`src/rtl/micro_ucr_nonce_search.sv`:
```
// Nonce search initiator for the hash engine: builds header+nonce blocks, pulses the
// hash start, waits the fixed latency and checks hash bytes 0/1 against a target.
module micro_ucr_nonce_search #(
   parameter int unsigned HASH_LAT    = 32,
   parameter logic [31:0] NONCE_START = 32'h0000_0000,
   parameter logic [31:0] NONCE_MAX   = 32'hFFFF_FFFF
) (
   input  logic          i_clk,
   input  logic          i_reset,
   input  logic          i_start,
   input  logic          i_abort,
   input  logic [95:0]   i_header,
   input  logic [7:0]    i_target,
   input  logic [7:0]    i_hash_in0,
   input  logic [7:0]    i_hash_in1,
   input  logic [7:0]    i_hash_in2,
   output logic [127:0]  o_block_out,
   output logic          o_hash_ready,
   output logic          o_busy,
   output logic          o_done,
   output logic          o_found,
   output logic [31:0]   o_nonce_out,
   output logic [23:0]   o_hash_out,
   output logic [2:0]    o_state
);

   typedef enum logic [2:0] {
      S_IDLE  = 3'd0,
      S_LOAD  = 3'd1,
      S_WAIT  = 3'd2,
      S_CHECK = 3'd3,
      S_FIN   = 3'd4
   } state_t;

   localparam logic [5:0] LP_WAIT_LAST = 6'(HASH_LAT - 1);

   state_t         r_state;
   logic [127:0]   r_block;
   logic [31:0]    r_nonce;
   logic [5:0]     r_wait_cnt;
   logic           r_hash_ready;
   logic           r_busy;
   logic           r_done;
   logic           r_found;
   logic [31:0]    r_nonce_out;
   logic [23:0]    r_hash_out;

   logic           w_hit;
   logic           w_exhausted;
   logic [31:0]    w_next_nonce;

   // Nonce occupies block bytes 12..15 most-significant byte first.
   function automatic logic [31:0] nonce_bytes(input logic [31:0] n);
      return {n[7:0], n[15:8], n[23:16], n[31:24]};
   endfunction

   assign w_hit        = (i_hash_in0 < i_target) && (i_hash_in1 < i_target);
   // ">=" also ends the search after one attempt when NONCE_START lies beyond NONCE_MAX.
   assign w_exhausted  = (r_nonce >= NONCE_MAX);
   assign w_next_nonce = r_nonce + 32'd1;

   always_ff @(posedge i_clk or negedge i_reset) begin
      if (!i_reset) begin
         r_state      <= S_IDLE;
         r_block      <= '0;
         r_nonce      <= NONCE_START;
         r_wait_cnt   <= '0;
         r_hash_ready <= 1'b0;
         r_busy       <= 1'b0;
         r_done       <= 1'b0;
         r_found      <= 1'b0;
         r_nonce_out  <= '0;
         r_hash_out   <= '0;
      end else if (i_abort) begin
         r_state      <= S_IDLE;
         r_hash_ready <= 1'b0;
         r_busy       <= 1'b0;
         r_done       <= 1'b0;
         r_found      <= 1'b0;
      end else begin
         case (r_state)
            S_IDLE, S_FIN: begin
               if (i_start) begin
                  r_block      <= {nonce_bytes(NONCE_START), i_header};
                  r_nonce      <= NONCE_START;
                  r_done       <= 1'b0;
                  r_found      <= 1'b0;
                  r_hash_ready <= 1'b1;
                  r_busy       <= 1'b1;
                  r_state      <= S_LOAD;
               end
            end
            S_LOAD: begin
               r_hash_ready <= 1'b0;
               r_wait_cnt   <= '0;
               r_state      <= S_WAIT;
            end
            S_WAIT: begin
               r_wait_cnt <= r_wait_cnt + 6'd1;
               if (r_wait_cnt == LP_WAIT_LAST) begin
                  r_state <= S_CHECK;
               end
            end
            S_CHECK: begin
               if (w_hit) begin
                  r_nonce_out <= r_nonce;
                  r_hash_out  <= {i_hash_in2, i_hash_in1, i_hash_in0};
                  r_found     <= 1'b1;
                  r_done      <= 1'b1;
                  r_busy      <= 1'b0;
                  r_state     <= S_FIN;
               end else if (w_exhausted) begin
                  r_nonce_out <= NONCE_MAX;
                  r_hash_out  <= {i_hash_in2, i_hash_in1, i_hash_in0};
                  r_found     <= 1'b0;
                  r_done      <= 1'b1;
                  r_busy      <= 1'b0;
                  r_state     <= S_FIN;
               end else begin
                  r_nonce         <= w_next_nonce;
                  r_block[127:96] <= nonce_bytes(w_next_nonce);
                  r_hash_ready    <= 1'b1;
                  r_state         <= S_LOAD;
               end
            end
            default: begin
               r_state      <= S_IDLE;
               r_hash_ready <= 1'b0;
               r_busy       <= 1'b0;
            end
         endcase
      end
   end

   // An abort arriving during LOAD must suppress that cycle's start pulse.
   assign o_hash_ready = r_hash_ready & ~i_abort;
   assign o_block_out  = r_block;
   assign o_busy       = r_busy;
   assign o_done       = r_done;
   assign o_found      = r_found;
   assign o_nonce_out  = r_nonce_out;
   assign o_hash_out   = r_hash_out;
   assign o_state      = r_state;

endmodule
```
`config.mk`:
```
export PLATFORM = sky130hd
export DESIGN_NAME = micro_ucr_nonce_search
export DESIGN_NICKNAME = d
export VERILOG_FILES = /design/src/rtl/micro_ucr_nonce_search.sv
export SDC_FILE = /design/constraint.sdc
export NUM_CORES = 1
export LEC_CHECK = 0
export BUFFER_PORTS_ARGS = -buffer_cell sky130_fd_sc_hd__buf_2
export CAP_MARGIN = 20
export CORE_MARGIN = 3
export CORE_UTILIZATION = 35
export CTS_CLUSTER_DIAMETER = 200
export DETAILED_ROUTE_END_ITERATION = 8
export PLACE_DENSITY_LB_ADDON = 0.2
export SETUP_SLACK_MARGIN = 0.4
export SLEW_MARGIN = 5
export SYNTH_ARGS = -nofsm -noshare
export SYNTH_HDL_FRONTEND = slang
export SYNTH_SLANG_ARGS = --single-unit
```
`constraint.sdc`:
```
create_clock -name i_clk -period 2.95 [get_ports i_clk]
set_clock_uncertainty 0.05 [all_clocks]
set_input_delay 0.1475 -clock i_clk [delete_from_list [all_inputs] [get_ports i_clk]]
set_output_delay 0.1475 -clock i_clk [all_outputs]
set_load 0.01 [all_outputs]
```
==> run summary <==
startpoint types = flop
Critical Path Fanout Max = 12
drc violations = 0
CP startpoint = o_block_out[110]$_DFFE_PN0P_
worst rel slew slack = 52.9%
hold crit path type = input port to flop
cts bufs inserted = 17
Hold Path Sink = o_state[0]$_DFFE_PN0P_
Comb pwr share = 23.4%
Post-Synthesis Cells = 842
share of cells above drive strength 1 = 34.4%
dpl ws = 169 ps
cells on worst reg2reg path = 9
synthesized area = 8380 sq um
period utilization = 85.3%
Static Leak = 6.68 nW
outcome = finished, final reports clean
DR iter-0 viols = 464
Sequential Power Share = 45.5%
clock-pin slew on the worst setup and hold paths = 80 ps
Peak VDD IR = 297 uV
vias in the first global route = 7865
critical path arrival = 2760 ps
H-tree levels = 4
minimum clock period = 2520 ps
Synth Flop Type = dfrtp_1
clk_lat worst skew = 430 ps
most frequent cells in the layout = 324 x nand2_1, 321 x buf_2, 184 x dfrtp_1
pwr/cell area = 600 nW/um^2
Die X = 161 microns
Int Power = 0.00522 W
Layout Nets = 1458
starting density of the core = 36.4%
Ant. Diodes = 0
total track usage = 20.0%
via/cell ratio = 4.78
number of synthesized flops with an enable pin = 0
max cap viols = 0
worst path required time = 3190 ps
CTS tree = yes
most common cell after layout, fill and taps aside = nand2_1
DR pass1 iterations = 4
Fin Setup TNS = 0 ps
Seq/Total Area, Yosys = 58.8%
WL/cell = 16.2 microns
async set or reset register ratio after synthesis = 100%
die footprint = 25800 sq um
Worst Hold Path Cells = 3
synth unique cells = 47
# setup viols final = 0
setup repair after global routing missed its margin = true
FP Rows = 55
slew of the pin with the lowest slew margin = 707 ps
setup ws final = 434 ps
hpwl dp = 17300 microns
clk sinks = 197
synth warn = 0
core footprint = 23100 sq um
Min Hold Slack = 52.5 ps
grt ovf = 0
final wirelength = 26500 microns
Hold Startpoint = i_start
CTS Root Cell = clkbuf_16
I/O pin cnt = 323
P&R area growth vs syn = 50.7%
initial antenna violation count = 0
post-route ant nets = 0
CP Capture Type = flop
reg2reg start = o_block_out[110]$_DFFE_PN0P_
Hold Fails Final Rpt = 0
Yosys reg bits = 197
Net Count, Synth = 990
gpl congestion = 0.785
Reg2Reg Setup Slack = 430 ps
Switching Fraction = 31.0%
multi-input logic area = 3360 sq um
Crit Reg-Reg Endpoint = o_block_out[106]$_DFFE_PN0P_
global-route wire length before repair = 41800 microns
sequential cell area = 4950 sq um
Die Y-Extent = 161 microns
Achievable Freq = 397 MHz
Setup CP Type = flop to flop
layout filler cell count = 2066
max-slew violations = 0
Post-Syn Area per Cell = 9.95 sq um
Net Sw Power = 0.00235 W
clock power share = 31.1%
port buffer count = 322
clock buffer depth = 2
via count = 7825
largest net degree at the start of global routing = 79
## layer usage
metal	GRT usage, %	up-vias	routed length, microns
li1	-	3789	-
met1	24.7	3767	10900
met2	33.9	224	13300
met3	5.18	45	1550
met4	7.47	0	766
met5	0	-	0
## kinds of logic (layout without fill, tap and decap cells)
group           after synthesis  after routing  share of synthesized area [%]
simple gates                432            432                           22.2
fa+ha+maj                    16             16                           2.39
flops                       197            197                           58.8
xor+xnor                      2              2                          0.209
buf+inv                      51            532                           2.66
mux                          33             33                           4.30
compound gates              111            111                           9.48
## Yosys cell counts (12+ instances only)
master,n,area share [%]
dfrtp_1,197,59
clkbuf_1,29,1.3
o22a_1,32,3.3
nor2_1,24,1.1
nand2_1,325,15
nand4_1,12,0.90
nand3_1,19,1.1
inv_1,12,0.54
a21oi_1,21,1.3
or4_1,13,1.2
ha_1,16,2.4
o21ai_0,22,1.3
mux2_2,24,3.2
o31ai_1,12,1.1
## state kept, by name, indices dropped and copies added (netlist names)
register,cells
o_busy,1
o_nonce_out,32
o_hash_out,24
r_hash_ready,1
o_state,3
r_wait_cnt,6
o_found,1
r_nonce,4
o_done,1
o_block_out,124
## worst max path at each step
stage | cells after the start | end
after detailed placement | 10 | o_hash_out[14]$_DFFE_PN0P_
after floorplan | 7 | o_hash_out[0]$_DFFE_PN0P_
final | 9 | o_block_out[106]$_DFFE_PN0P_
after global placement | 10 | o_hash_out[5]$_DFFE_PN0P_
after CTS | 7 | o_busy$_DFFE_PN0P_
after global routing | 8 | o_hash_out[7]$_DFFE_PN0P_
## power groups by stage
stage	logic [W]	registers [W]	clock network, W
3_5_place_dp	0.00164	0.00349	0
6_report	0.00177	0.00345	0.00235
5_1_grt	0.00196	0.00351	0.00252
4_1_cts	0.00177	0.00344	0.00244
2_1_floorplan	0.000525	0.00373	0
3_3_place_gp	0.00161	0.00348	0
## stage by stage
step / area, sq um / std cells / util, % / total power, W
floorplan: 8380 / 842 / - / 0.00426
global placement: 10500 / 1460 / 45.4 / 0.00509
detailed placement: 10500 / 1460 / 45.4 / 0.00513
CTS: 12400 / 1625 / 53.9 / 0.00765
global route: 12600 / 1636 / 54.8 / 0.00800
finish: 12600 / 1636 / 54.8 / 0.00757
## worst max-delay path, cell delays in order (launching register included)
cell     delay, ps
dfrtp_1        380
nand4_1        150
buf_4          160
buf_4          130
or4_1          550
or3_4          410
nand2_2        170
buf_6          180
or4_1          120
a21oi_1         60
## layout make-up
cell class,instances,share of cell area (%)
Inverter,12,0.357
Multi-Input combinational cell,594,26.6
Tap cell,313,3.10
Timing Repair Buffer,488,26.1
Clock inverter,15,1.30
Sequential cell,197,39.2
Clock buffer,17,3.37
## what timing repair did
item | 4_1_cts | 5_1_grt
pin swaps | 2 | 4
cloned | 2 | 1
setup endpoints to repair | 32 | 75
resized for setup | 8 | 36
buffers inserted | 9 | 10
endpoints found under the hold margin | 195 | 0
hold buffers | 122 | 0
No activity file was read; power rests on OpenSTA's default activity.
